==> config.mk <==
export PLATFORM = sky130hd
export DESIGN_NAME = fpu_issue_ctrl
export DESIGN_NICKNAME = d
export VERILOG_FILES = /design/src/rtl/fpu_ctrl_pkg.sv /design/src/rtl/fp_inflight_pipe.sv /design/src/rtl/fpu_issue_ctrl.sv
export SDC_FILE = /design/constraint.sdc
export NUM_CORES = 1
export LEC_CHECK = 0
export ABC_AREA = 1
export CAP_MARGIN = 10
export CORE_MARGIN = 8
export CORE_UTILIZATION = 55
export DETAILED_ROUTE_END_ITERATION = 12
export GPL_TIMING_DRIVEN = 0
export PLACE_DENSITY_LB_ADDON = 0.12
export SETUP_SLACK_MARGIN = 0.05
export SYNTH_ARGS = -nofsm -noshare
export SYNTH_HDL_FRONTEND = slang
export SYNTH_SLANG_ARGS = --single-unit
==> constraint.sdc <==
create_clock -name clk_i -period 5.1 [get_ports clk_i]
set_input_delay 0.51 -clock clk_i [delete_from_list [all_inputs] [get_ports clk_i]]
set_output_delay 0.51 -clock clk_i [all_outputs]
set_load 0.01 [all_outputs]
==> src/rtl/fpu_ctrl_pkg.sv <==
// FP issue controller shared types: op encodings, register-index width and the div/sqrt decode.
package fpu_ctrl_pkg;

    typedef enum logic [2:0] {
        FOP_ADD  = 3'b000,
        FOP_SUB  = 3'b001,
        FOP_MUL  = 3'b010,
        FOP_DIV  = 3'b100,
        FOP_SQRT = 3'b110
    } fop_t;

    typedef enum logic {
        DS_IDLE = 1'b0,
        DS_BUSY = 1'b1
    } ds_state_e;

    function automatic int ridx_f(input int nreg);
        return (nreg > 1) ? $clog2(nreg) : 1;
    endfunction

    // 01x is fmul, so every code at or above fdiv goes to the iterative unit
    function automatic logic is_ds(input logic [2:0] fop);
        return fop >= 3'(FOP_DIV);
    endfunction

endpackage

==> src/rtl/fp_inflight_pipe.sv <==
// Valid/destination shift register mirroring the N pipelined FP stages, plus per-stage match vectors.
// Shifts every cycle with no hold; a match requires the stage to be valid.
module fp_inflight_pipe #(
    parameter int N    = 3,
    parameter int RIDX = 5
) (
    input  logic            clk_i,
    input  logic            rst_i,
    input  logic            ld_vld_i,
    input  logic [RIDX-1:0] ld_rd_i,
    input  logic [RIDX-1:0] src_a_i,
    input  logic [RIDX-1:0] src_b_i,
    input  logic [RIDX-1:0] dst_i,
    output logic [N:1]      v_o,
    output logic [N:1]      match_a_o,
    output logic [N:1]      match_b_o,
    output logic [N:1]      match_d_o,
    output logic [RIDX-1:0] rd_last_o
);

    logic [N:1]      v_q;
    logic [RIDX-1:0] rd_q [1:N];

    always_ff @(posedge clk_i) begin
        if (rst_i) begin
            v_q <= '0;
            for (int k = 1; k <= N; k++) rd_q[k] <= '0;
        end else begin
            v_q     <= {v_q[N-1:1], ld_vld_i};
            rd_q[1] <= ld_rd_i;
            for (int k = 2; k <= N; k++) rd_q[k] <= rd_q[k-1];
        end
    end

    always_comb begin
        match_a_o = '0;
        match_b_o = '0;
        match_d_o = '0;
        for (int k = 1; k <= N; k++) begin
            match_a_o[k] = v_q[k] && (rd_q[k] == src_a_i);
            match_b_o[k] = v_q[k] && (rd_q[k] == src_b_i);
            match_d_o[k] = v_q[k] && (rd_q[k] == dst_i);
        end
    end

    assign v_o       = v_q;
    assign rd_last_o = rd_q[N];

endmodule

==> src/rtl/fpu_issue_ctrl.sv <==
// FP issue/hazard control: stall, forwarding selects, div/sqrt FSM and the single regfile write port.
// Optional FPU_STALL_CNT_EN adds saturating stall-cause counters; issue is combinational, stall holds ID.
module fpu_issue_ctrl
    import fpu_ctrl_pkg::*;
#(
    parameter  int NREG   = 32,
    parameter  int FP_LAT = 3,
    parameter  int DS_LAT = 8,
    localparam int RIDX   = ridx_f(NREG)
) (
    input  logic            clk_i,
    input  logic            rst_i,
    input  logic            id_valid_i,
    input  logic [2:0]      id_fop_i,
    input  logic [RIDX-1:0] id_fd_i,
    input  logic [RIDX-1:0] id_fs_i,
    input  logic            id_use_fs_i,
    input  logic [RIDX-1:0] id_ft_i,
    input  logic            id_use_ft_i,
    input  logic            id_swc1_i,
    input  logic            ext_stall_i,
    output logic            issue_o,
    output logic            stall_o,
    output logic            fwd_a_o,
    output logic            fwd_b_o,
    output logic            fwd_st_o,
    output logic            ds_busy_o,
    output logic            wb_we_o,
    output logic [RIDX-1:0] wb_rd_o,
    output logic            wb_ds_o
`ifdef FPU_STALL_CNT_EN
    ,
    output logic [31:0]     cnt_raw_o,
    output logic [31:0]     cnt_struct_o,
    output logic [31:0]     cnt_ext_o
`endif
);

    localparam int CW = $clog2(DS_LAT + 1);

    logic [FP_LAT:1] pipe_v, m_a, m_b, m_d;
    logic [RIDX-1:0] pipe_rd;
    ds_state_e       ds_st_q, ds_st_d;
    logic [CW-1:0]   ds_cnt_q, ds_cnt_d;
    logic [RIDX-1:0] ds_rd_q, ds_rd_d;
    logic id_ds, ds_busy, ds_last, ds_wb, port_clash, ds_pipe_clash, st_early;
    logic fp_raw, fp_struct, haz_raw, haz_struct, stall, issue;

    fp_inflight_pipe #(.N(FP_LAT), .RIDX(RIDX)) u_pipe (
        .clk_i     (clk_i),
        .rst_i     (rst_i),
        .ld_vld_i  (issue & ~id_ds),
        .ld_rd_i   (id_fd_i),
        .src_a_i   (id_fs_i),
        .src_b_i   (id_ft_i),
        .dst_i     (id_fd_i),
        .v_o       (pipe_v),
        .match_a_o (m_a),
        .match_b_o (m_b),
        .match_d_o (m_d),
        .rd_last_o (pipe_rd)
    );

    always_comb begin
        id_ds         = is_ds(id_fop_i);
        ds_busy       = (ds_cnt_q != '0);
        ds_last       = (ds_cnt_q == CW'(1));
        // a pipelined op issued now retires FP_LAT cycles later, same as div/sqrt at this count
        port_clash    = (int'(ds_cnt_q) == FP_LAT + 1);
        ds_pipe_clash = 1'b0;
        st_early      = 1'b0;
        for (int k = 1; k <= FP_LAT; k++) begin
            if (FP_LAT - k == DS_LAT) ds_pipe_clash = ds_pipe_clash | pipe_v[k];
            if (k < FP_LAT - 1)       st_early      = st_early | m_b[k];
        end
        fp_raw     = (id_use_fs_i & (|m_a[FP_LAT-1:1]))
                   | (id_use_ft_i & (|m_b[FP_LAT-1:1]))
                   | (|m_d)
                   | (ds_busy & ((id_use_fs_i & (id_fs_i == ds_rd_q))
                               | (id_use_ft_i & (id_ft_i == ds_rd_q))
                               | (id_fd_i == ds_rd_q)));
        fp_struct  = id_ds ? ((ds_busy & ~ds_last) | ds_pipe_clash) : port_clash;
        haz_raw    = (id_valid_i & fp_raw)
                   | (id_swc1_i & (st_early | (ds_busy & (id_ft_i == ds_rd_q))));
        haz_struct = id_valid_i & fp_struct;
        stall      = ext_stall_i | haz_raw | haz_struct;
        issue      = id_valid_i & ~stall & ~rst_i;
    end

    always_ff @(posedge clk_i) begin
        if (rst_i) begin
            ds_st_q  <= DS_IDLE;
            ds_cnt_q <= '0;
            ds_rd_q  <= '0;
        end else begin
            ds_st_q  <= ds_st_d;
            ds_cnt_q <= ds_cnt_d;
            ds_rd_q  <= ds_rd_d;
        end
    end

    always_comb begin
        ds_st_d  = ds_st_q;
        ds_cnt_d = ds_cnt_q;
        ds_rd_d  = ds_rd_q;
        ds_wb    = 1'b0;
        case (ds_st_q)
            DS_IDLE: begin
                if (issue && id_ds) begin
                    ds_st_d  = DS_BUSY;
                    ds_cnt_d = CW'(DS_LAT);
                    ds_rd_d  = id_fd_i;
                end
            end
            DS_BUSY: begin
                ds_cnt_d = ds_cnt_q - CW'(1);
                if (ds_last) begin
                    ds_wb   = 1'b1;
                    ds_st_d = DS_IDLE;
                    // back-to-back div/sqrt: the unit is free again next cycle
                    if (issue && id_ds) begin
                        ds_st_d  = DS_BUSY;
                        ds_cnt_d = CW'(DS_LAT);
                        ds_rd_d  = id_fd_i;
                    end
                end
            end
            default: ds_st_d = DS_IDLE;
        endcase
    end

    assign issue_o   = issue;
    assign stall_o   = stall;
    assign fwd_a_o   = id_valid_i & id_use_fs_i & m_a[FP_LAT];
    assign fwd_b_o   = ((id_valid_i & id_use_ft_i) | id_swc1_i) & m_b[FP_LAT];
    assign fwd_st_o  = id_swc1_i & m_b[FP_LAT-1];
    assign ds_busy_o = ds_busy;
    assign wb_we_o   = pipe_v[FP_LAT] | ds_wb;
    assign wb_rd_o   = ds_wb ? ds_rd_q : pipe_rd;
    assign wb_ds_o   = ds_wb;

`ifndef SYNTHESIS
    always_ff @(posedge clk_i) begin
        if (!rst_i) assert (!(ds_wb && pipe_v[FP_LAT]));
    end
`endif

`ifdef FPU_STALL_CNT_EN
    logic [31:0] cnt_raw_q, cnt_raw_d, cnt_struct_q, cnt_struct_d, cnt_ext_q, cnt_ext_d;

    always_comb begin
        cnt_raw_d    = cnt_raw_q;
        cnt_struct_d = cnt_struct_q;
        cnt_ext_d    = cnt_ext_q;
        if (ext_stall_i) begin
            if (~&cnt_ext_q) cnt_ext_d = cnt_ext_q + 32'd1;
        end else if (haz_struct) begin
            if (~&cnt_struct_q) cnt_struct_d = cnt_struct_q + 32'd1;
        end else if (haz_raw) begin
            if (~&cnt_raw_q) cnt_raw_d = cnt_raw_q + 32'd1;
        end
    end

    always_ff @(posedge clk_i) begin
        if (rst_i) begin
            cnt_raw_q    <= '0;
            cnt_struct_q <= '0;
            cnt_ext_q    <= '0;
        end else begin
            cnt_raw_q    <= cnt_raw_d;
            cnt_struct_q <= cnt_struct_d;
            cnt_ext_q    <= cnt_ext_d;
        end
    end

    assign cnt_raw_o    = cnt_raw_q;
    assign cnt_struct_o = cnt_struct_q;
    assign cnt_ext_o    = cnt_ext_q;
`endif

endmodule

==> metrics.yaml <==
status: "complete, no violations"
n_antenna_cell: 0
hold_buffers: 0
crit_path_start: "id_ft_i[0]"
cts_buffers: 3
synthMuxAreaShare_pct: 0
ys.flop_type: "dfxtp_1"
worst_pin_slew_ns: 0.677
cpLargestDelayFamily: "buffers and inverters"
comb_power_share_pct: 26.0
cp_common_cell: "clkdlybuf4s50_1"
cts_root_buffer: "clkbuf_8"
synth_compound_gate_area_share_pct: 10.6
cp-start-kind: "input port"
nets: 428
fin_crit_sh_pct: 63.3
cts_buffer_depth: 2
grt_max_degree: 15
synth_edf_count: 0
hold_viol: 0
hpwlAfterDp_mm: 5.28
antenna_found_initial: 0
netlist_area_um2: 2090
rr_startpoint: "ds_cnt_q[0]"
post_drt_via_cell_ratio: 5.43
port_buffers: 33
relSlewSlack_pct: 54.9
cp.arrival_ns: 2.72
avgSynthCellArea_um2: 5.76
tritoncts: "yes"
synth_simple_gate_area_share_pct: 46.6
ir_worst_vdd_uv: 122
yosys_warnings: 0
crit_chain: "clkdlybuf4s50_1 > inv_1 > nor2_1 > nor3_1 > nand4_1 > nand2_2 > o21ai_1 > nand2_1 > clkdlybuf4s50_1"
path_clk_slew_ns: 0.09
max_stage_delay_ns: 0.54
cp_max_fo: 5
fin_setup_tns_ns: 0
grt_overflow_total: 0
clock_latency_ns: 0.28
p_switching_uw: 154
clock_skew_ns: 0.00195
p_int_uw: 330
yosys.area_share.adder_pct: 1.20
drive_above_1_share_pct: 7.27
die_y_um: 77.7
initial_core_util_pct: 57.1
min_period_ns: 3.23
place.gp.congestion: 0.939
syn_inst: 363
cp-end-kind: "primary output"
ant_nets: 0
synth_top_family_by_area: "simple AND/OR/NAND/NOR gates"
yosys.area_share.xor_xnor_pct: 4.19
drtPass1Iterations: 6
seqPwrFrac_pct: 48.7
cp_slowest_cell: "clkdlybuf4s50_1"
ys_seq_elements: 28
nFillCells: 360
areaGrowthSynthToFinish_pct: 20.6
hold_ws_ns: 0.483
vias: 2426
pin_count: 38
path_buf_inv: 3
syn_nets: 390
netSwitchingFraction_pct: 31.7
p_per_area_nw_per_um2: 192
clkSinkCount: 28
required_ns: 4.59
drtIter0Drc: 217
wl_per_cell_um: 14.9
post-cts-setup-buffers: 0
h-tree-depth: 1
grt_pass1_vias: 2289
crit_type: "in2out"
fp-row-count: 22
min_from: "u_pipe.v_o[1]"
slew_violations: 0
synthArstFlopShare_pct: 0
seq_area_frac_synth_pct: 26.8
routed_wl_mm: 6.66
clkPwrFrac_pct: 25.3
setup_viol: 0
post_cts_resize_count: 0
fmax_mhz: 310
grt_use_total_pct: 21.6
drc_errors: 0
rsz0062_at_grt: "no"
cap_violations: 0
core_region_area_um2: 3660
cellLeakagePower_uw: 0.00119
grt_pass1_wl_mm: 10.7
synth_cell_types: 35
hold_class: "reg2reg"
die_area_um2: 6030
die_w_um: 77.7
==> power by group through the flow <==
stage	logic [uW]	registers, uW	clock network [uW]
after floorplan	72.8	238	0
after global placement	122	240	0
after detailed placement	123	241	0
after CTS	124	235	124
after global routing	139	237	133
final	126	236	122
==> layout make-up <==
cell class	instances	area (um^2)	area share, %
Buffer	7	37.5	1.49
Clock buffer	3	41.3	1.64
Inverter	49	184	7.29
Multi-Input combinational cell	279	1310	51.9
Sequential cell	28	561	22.2
Tap cell	48	60.1	2.38
Timing Repair Buffer	33	330	13.1
==> sequential cells by signal (all words and copies together) (netlist names) <==
register     flops
ds_cnt_q         4
ds_rd_q          5
ds_st_q          1
u_pipe.rd_q     15
u_pipe.v_o       3
==> logic make-up (layout without fill, tap and decap cells) <==
kind of cell	after synthesis	after routing
compound gates	36	36
xor+xnor	10	10
fa+ha+maj	2	2
buf+inv	56	92
flops	28	28
simple gates	231	231
==> per-stage QoR <==
step | power [uW] | setup WS [ns] | std cells | area (um^2) | util, %
floorplan | 310 | 3.00 | 363 | 2090 | -
global placement | 362 | 1.96 | 444 | 2480 | 67.8
detailed placement | 364 | 1.95 | 444 | 2480 | 67.8
CTS | 483 | 1.92 | 447 | 2520 | 68.9
global route | 508 | 1.77 | 447 | 2520 | 68.9
finish | 484 | 1.87 | 447 | 2520 | 68.9
==> cells in the mapped netlist, types with 2 or more instances <==
library cell    n  area share [%]
or2_2           2            0.60
dfxtp_1        28              27
nor2_4          3             1.6
nor2_1         65              12
ha_1            2             1.2
clkbuf_1        2            0.36
nand2_1       130              23
inv_2           6             1.1
xnor2_1         3             1.3
o21ai_0        10             2.4
o2111ai_1       2            0.84
o22ai_1         5             1.5
nand2_2         3            0.90
o21ai_1         3            0.72
nand3_1        15             3.6
xor2_1          7             2.9
nand4_1         4             1.2
inv_1          43             7.7
clkbuf_2        2            0.48
nor3_1          2            0.48
a21oi_1        10             2.4
nand3_2         3             1.4
==> final timing paths <==
check	depth (start not counted)	endpoint	slack [ns]
setup / recovery	9	stall_o	1.87
setup reg to reg	14	ds_cnt_q[3]	3.06
hold / removal	2	u_pipe.v_o[2]	0.48
hold reg to reg	2	u_pipe.v_o[2]	0.48
==> cells in the final DEF (no fill, tap or decap), types with 5 or more instances in the layout <==
cell	count
nand2_1	130
nor2_1	65
inv_1	43
clkdlybuf4s50_1	33
dfxtp_1	28
nand3_1	15
o21ai_0	10
a21oi_1	10
xor2_1	7
inv_2	6
o22ai_1	5
==> worst min-delay path: stages, from the launching register on <==
cell     delay (ns)
dfxtp_1        0.35
inv_1          0.07
nor2_1         0.03
==> per-layer routing <==
metal | vias up | part of all wire (%) | track usage, %
li1 | 1200 | - | -
met5 | - | 0 | 0
met2 | 125 | 45 | 35.9
met4 | 0 | 2.2 | 7.92
met1 | 1087 | 43 | 25.7
met3 | 14 | 9.6 | 6.34
No activity file was read; power rests on OpenSTA's default activity.
